## src/rtl/trng_pkg.sv

```systemverilog
// Shared definitions for the TRNG entropy path: assembler, word buffer and bus wrapper.
`timescale 1ns/1ps
package trng_pkg;

    localparam int TRNG_WORD_W         = 32;
    localparam int TRNG_FIFO_DEPTH_DEF = 8;
    localparam int TRNG_REP_LIMIT_DEF  = 4;

    typedef logic [TRNG_WORD_W-1:0] trng_word_t;

    // Fate of an incoming word, in decreasing priority order.
    typedef enum logic [2:0] {
        PUSH_NONE,
        PUSH_DROP_CLR,
        PUSH_DROP_HEALTH,
        PUSH_DROP_TRIP,
        PUSH_DROP_FULL,
        PUSH_WRITE
    } trng_push_e;

endpackage

```

## src/rtl/trng_fifo_mem.sv

```systemverilog
// DEPTH x word storage: one write port, one registered read port. No pointer or flag logic.
`timescale 1ns/1ps
module trng_fifo_mem
    import trng_pkg::*;
#(
    parameter int DEPTH = TRNG_FIFO_DEPTH_DEF,
    parameter int AW    = $clog2(DEPTH)
) (
    input  logic            clk,
    input  logic            rst,
    input  logic            i_wr_en,
    input  logic [AW-1:0]   i_wr_addr,
    input  trng_word_t      i_wr_data,
    input  logic            i_rd_en,
    input  logic [AW-1:0]   i_rd_addr,
    output trng_word_t      o_rd_data
);

    trng_word_t r_mem [DEPTH];
    trng_word_t r_rd_data;

    always_ff @(posedge clk) begin
        if (i_wr_en) begin
            r_mem[i_wr_addr] <= i_wr_data;
        end
    end

    // A same-address write and read (full FIFO, push+pop) returns the old word.
    always_ff @(posedge clk or negedge rst) begin
        if (!rst) begin
            r_rd_data <= '0;
        end else if (i_rd_en) begin
            r_rd_data <= r_mem[i_rd_addr];
        end
    end

    assign o_rd_data = r_rd_data;

endmodule

```

## src/rtl/trng_word_buffer.sv

```systemverilog
// Entropy word FIFO with sticky overflow flag and optional repetition-count health test.
// Build option: define TRNG_HEALTH_EN to include the repetition-count test.
`timescale 1ns/1ps
module trng_word_buffer
    import trng_pkg::*;
#(
    parameter int DEPTH     = TRNG_FIFO_DEPTH_DEF,
    parameter int REP_LIMIT = TRNG_REP_LIMIT_DEF
) (
    input  logic                         clk,
    input  logic                         rst,
    input  logic [TRNG_WORD_W-1:0]       in_data,
    input  logic                         in_valid,
    input  logic                         rd_en,
    output logic [TRNG_WORD_W-1:0]       rd_data,
    output logic                         rd_valid,
    input  logic                         clr,
    output logic [$clog2(DEPTH+1)-1:0]   count,
    output logic                         empty,
    output logic                         full,
    output logic                         overflow,
    output logic                         health_fail
);

    localparam int AW = $clog2(DEPTH);
    localparam int CW = $clog2(DEPTH+1);

    logic [AW-1:0] r_wr_ptr;
    logic [AW-1:0] r_rd_ptr;
    logic [CW-1:0] r_count;
    logic          r_empty;
    logic          r_full;
    logic          r_rd_valid;
    logic          r_overflow;

    logic          w_pop;
    logic          w_push;
    logic          w_trip;
    logic          w_hf;
    logic [CW-1:0] w_count_next;
    trng_push_e    w_push_act;

    assign w_pop = rd_en & ~r_empty & ~clr;

`ifdef TRNG_HEALTH_EN
    localparam int RW = $clog2(REP_LIMIT+1);
    localparam logic [RW-1:0] REP_LIM_V = RW'(REP_LIMIT);

    trng_word_t    r_last_word;
    logic          r_last_vld;
    logic [RW-1:0] r_rep_cnt;
    logic          r_health_fail;
    logic          w_rep_match;
    logic          w_health_upd;
    logic [RW-1:0] w_rep_next;

    assign w_health_upd = in_valid & ~clr & ~r_health_fail;

    always_comb begin
        w_rep_match = r_last_vld && (in_data == r_last_word);
        w_rep_next  = RW'(1);
        if (w_rep_match) begin
            w_rep_next = (r_rep_cnt == REP_LIM_V) ? r_rep_cnt : r_rep_cnt + RW'(1);
        end
        w_trip = w_health_upd && (w_rep_next == REP_LIM_V);
    end

    always_ff @(posedge clk or negedge rst) begin
        if (!rst) begin
            r_last_word   <= '0;
            r_last_vld    <= 1'b0;
            r_rep_cnt     <= '0;
            r_health_fail <= 1'b0;
        end else if (clr) begin
            r_last_vld    <= 1'b0;
            r_rep_cnt     <= '0;
            r_health_fail <= 1'b0;
        end else if (w_health_upd) begin
            r_rep_cnt <= w_rep_next;
            if (!w_rep_match) begin
                r_last_word <= in_data;
                r_last_vld  <= 1'b1;
            end
            if (w_trip) begin
                r_health_fail <= 1'b1;
            end
        end
    end

    assign w_hf = r_health_fail;
`else
    assign w_trip = 1'b0;
    assign w_hf   = 1'b0;
`endif

    always_comb begin
        w_push_act = PUSH_NONE;
        if (in_valid) begin
            if (clr)                    w_push_act = PUSH_DROP_CLR;
            else if (w_hf)              w_push_act = PUSH_DROP_HEALTH;
            else if (w_trip)            w_push_act = PUSH_DROP_TRIP;
            else if (r_full && !w_pop)  w_push_act = PUSH_DROP_FULL;
            else                        w_push_act = PUSH_WRITE;
        end
    end

    assign w_push       = (w_push_act == PUSH_WRITE);
    assign w_count_next = r_count + CW'(w_push) - CW'(w_pop);

    // empty/full are registered from the next count so they track the pointers every cycle.
    always_ff @(posedge clk or negedge rst) begin
        if (!rst) begin
            r_wr_ptr   <= '0;
            r_rd_ptr   <= '0;
            r_count    <= '0;
            r_empty    <= 1'b1;
            r_full     <= 1'b0;
            r_rd_valid <= 1'b0;
            r_overflow <= 1'b0;
        end else if (clr) begin
            r_wr_ptr   <= '0;
            r_rd_ptr   <= '0;
            r_count    <= '0;
            r_empty    <= 1'b1;
            r_full     <= 1'b0;
            r_rd_valid <= 1'b0;
            r_overflow <= 1'b0;
        end else begin
            if (w_push) r_wr_ptr <= r_wr_ptr + AW'(1);
            if (w_pop)  r_rd_ptr <= r_rd_ptr + AW'(1);
            r_count    <= w_count_next;
            r_empty    <= (w_count_next == '0);
            r_full     <= (w_count_next == CW'(DEPTH));
            r_rd_valid <= w_pop;
            if (w_push_act == PUSH_DROP_FULL) r_overflow <= 1'b1;
        end
    end

    trng_fifo_mem #(
        .DEPTH (DEPTH),
        .AW    (AW)
    ) u_mem (
        .clk       (clk),
        .rst       (rst),
        .i_wr_en   (w_push),
        .i_wr_addr (r_wr_ptr),
        .i_wr_data (in_data),
        .i_rd_en   (w_pop),
        .i_rd_addr (r_rd_ptr),
        .o_rd_data (rd_data)
    );

    assign rd_valid    = r_rd_valid;
    assign count       = r_count;
    assign empty       = r_empty;
    assign full        = r_full;
    assign overflow    = r_overflow;
    assign health_fail = w_hf;

endmodule

```

## config.mk

```make
export PLATFORM = sky130hd
export DESIGN_NAME = trng_word_buffer
export DESIGN_NICKNAME = d
export VERILOG_FILES = /design/src/rtl/trng_pkg.sv /design/src/rtl/trng_fifo_mem.sv /design/src/rtl/trng_word_buffer.sv
export SDC_FILE = /design/constraint.sdc
export NUM_CORES = 1
export LEC_CHECK = 0
export BUFFER_PORTS_ARGS = -buffer_cell sky130_fd_sc_hd__buf_2
export CAP_MARGIN = 5
export CORE_ASPECT_RATIO = 1.2
export CORE_MARGIN = 5
export CORE_UTILIZATION = 40
export CTS_CLUSTER_SIZE = 40
export DETAILED_ROUTE_END_ITERATION = 16
export PLACE_DENSITY = 0.55
export SYNTH_ARGS = -nofsm -noshare
export SYNTH_HDL_FRONTEND = slang
export SYNTH_SLANG_ARGS = --single-unit
```

## constraint.sdc

```tcl
create_clock -name clk -period 5.4 [get_ports clk]
set_input_delay 0.54 -clock clk [delete_from_list [all_inputs] [get_ports clk]]
set_output_delay 0.54 -clock clk [all_outputs]
set_load 0.02 [all_outputs]
```

==> impl_metrics.env <==
export IMPL_h_tree_depth=1
export IMPL_cts_made_buffers=29
export IMPL_max_slew_margin_pct=17.57
export IMPL_antenna_left=0
export IMPL_worstSetupPathType="reg -> reg"
export IMPL_yosysSeqAreaShare_pct=75.46
export IMPL_clk_pin_slew_ps=60
export IMPL_skew_ps=12.23
export IMPL_syn2layout_area_growth_pct=14.67
export IMPL_nNetsFinal=821
export IMPL_multi_input_area_um2=2623
export IMPL_cts_tree="done"
export IMPL_clk_latency_ps=530
export IMPL_tightest_slew_ps=1233
export IMPL_core_um2=28840
export IMPL_worstReg2RegStart="empty"
export IMPL_synthArstFlopShare_pct=15.23
export IMPL_outcome="finished clean"
export IMPL_r2r_slack_ps=2150
export IMPL_die_x_um=166.2
export IMPL_gp_congestion=0.7164
export IMPL_viasPerCell=5.044
export IMPL_total_power_uw=5923
export IMPL_finalCriticalPeriod_ps=3248
export IMPL_regArea_um2=8843
export IMPL_start_util_pct=40.61
export IMPL_syn_nets=740
export IMPL_nFillCells=2469
export IMPL_r2r_end="full"
export IMPL_grt_pass1_vias=6264
export IMPL_synth_edf_count=256
export IMPL_slew_viol_final=0
export IMPL_synthDistinctLibCells=36
export IMPL_fmax_mhz=307.9
export IMPL_via_count=5972
export IMPL_finalSetupTns_ps=0
export IMPL_grt_max_degree=71
export IMPL_drv_cap=0
export IMPL_hpwl_mm=12.78
export IMPL_drt_total_wl_mm=23.05
export IMPL_cts_hold_buf=0
export IMPL_antenna_cells=0
export IMPL_grt_ovfl_total=0
export IMPL_postCtsSetupRepairBufs=0
export IMPL_synth_area_um2=11710
export IMPL_r2r_cells=10
export IMPL_final_common_cell="edfxtp_1"
export IMPL_antenna_found_initial=2
export IMPL_grt_pass1_wl_mm=35.95
export IMPL_cp_start_kind="flip-flop"
export IMPL_crit_fanout=34
export IMPL_clockRootBuffer="clkbuf_16"
export IMPL_dr_pass1_iters=4
export IMPL_clk_path_buf_depth=3
export IMPL_ir_worst_vdd_uv=243.1
export IMPL_worstPathRequired_ps=5840
export IMPL_ios=78
export IMPL_most_common_layout_cells="256 x edfxtp_1, 129 x mux2i_1, 76 x buf_2"
export IMPL_finalCritPeriodShare_pct=60.15
export IMPL_ys_ff_latch=302
export IMPL_syn_avg_cell_area_um2=16.83
export IMPL_wire_per_inst_um=19.47
export IMPL_crit_arrival_ps=3690
export IMPL_critPathCaptureType="flip-flop"
export IMPL_yosysWarnings=0
export IMPL_synth_flop_cell="edfxtp_1"
export IMPL_drive_gt1_share_pct=19.02
export IMPL_grtUsageTotal_pct=13.87
export IMPL_synth_cells=696
export IMPL_dieArea_um2=32820
export IMPL_die_y_um=197.5
export IMPL_rsz0062_at_grt="false"
export IMPL_worstHoldPathType="in -> async"
export IMPL_num_rows=68
export IMPL_hold_viol=0
export IMPL_finalSetupViolations=0
export IMPL_portBuffers=76
export IMPL_p_per_area_nw_per_um2=441.0
export IMPL_cts_resized_gates=0
export IMPL_clock_sinks=302
export IMPL_drc=0
export IMPL_power_leakage_uw=0.004738
export IMPL_drtIter0Drc=387
-- power by group --
group          switching, uW  internal [uW]
registers                162           2730
logic                    625            423
clock network            800           1180
total                   1590           4340
-- layout make-up --
| class | count | share of cell area [%] |
|---|---|---|
| Inverter | 9 | 0.2608 |
| Clock buffer | 37 | 5.925 |
| Clock inverter | 16 | 1.155 |
| Sequential cell | 302 | 65.84 |
| Multi-Input combinational cell | 345 | 19.53 |
| Tap cell | 385 | 3.586 |
| Timing Repair Buffer | 90 | 3.708 |
-- cell usage after synthesis, drive strengths merged (4+ instances only) --
master / number / area share (%)
edfxtp: 256 / 66
mux2i: 129 / 11
nand2: 66 / 2.1
a22oi: 64 / 4.1
dfrtp: 45 / 9.6
buf: 33 / 2.1
nand3: 32 / 1.4
nor2: 11 / 0.35
inv: 8 / 0.26
clkbuf: 7 / 0.22
ha: 6 / 0.64
nor2b: 5 / 0.27
nor3: 5 / 0.21
nand2b: 4 / 0.28
-- per-stage QoR --
stage	util, %	instances	hold slack (ps)	setup WS [ps]	cell area [um2]
2_1_floorplan	-	696	244.4	896.9	11710
3_3_place_gp	43.27	1131	456.9	2119	12480
3_5_place_dp	43.27	1131	457.5	1994	12480
4_1_cts	46.57	1184	146.6	2103	13430
5_1_grt	46.57	1184	182.9	1918	13430
6_report	46.57	1184	131.5	2152	13430
-- worst max-delay path by stage --
stage                                    to  slack, ps  startpoint
after floorplan           u_mem.r_mem[0][0]        900       rd_en
after global placement                 full       2120         clr
after detailed placement               full       1990         clr
after CTS                              full       2100       empty
after global routing                   full       1920       empty
final                                  full       2150       empty
-- metal layers --
metal  track usage, %  part of all wire (%)
met5                0                  0.12
met4            2.819                   1.3
met1            17.78                    42
met3            2.682                   5.0
met2            24.83                    52
-- kinds of logic after synthesis --
kind of cell               after synthesis  synth area share [%]
AOI/OAI and AO/OA                       73                 4.657
xor gates and xnor gates                 6                0.4487
and+or+nand+nor                        129                 4.935
buffers and inverters                   49                 2.628
adders and majority gates                7                0.8118
other                                    1               0.03201
DFF                                    302                 75.46
muxes                                  129                 11.02
-- flip-flops by register name (all words and copies together), names as in the netlist --
signal,flops
count,4
u_mem.r_mem,256
r_wr_ptr,3
overflow,1
empty,1
u_mem.o_rd_data,32
r_rd_ptr,3
full,1
rd_valid,1
-- worst max-delay path, stage by stage (launching register included) --
cell and delay, ps:
dfstp_2 530, nand2b_4 170, or2_1 160, clkinv_2 530, ha_1 540, inv_1 40, ha_1 210, fa_1 410
xor2_1 180, nor3_1 180, nor3b_1 210
(Power assumes the default switching activity.)
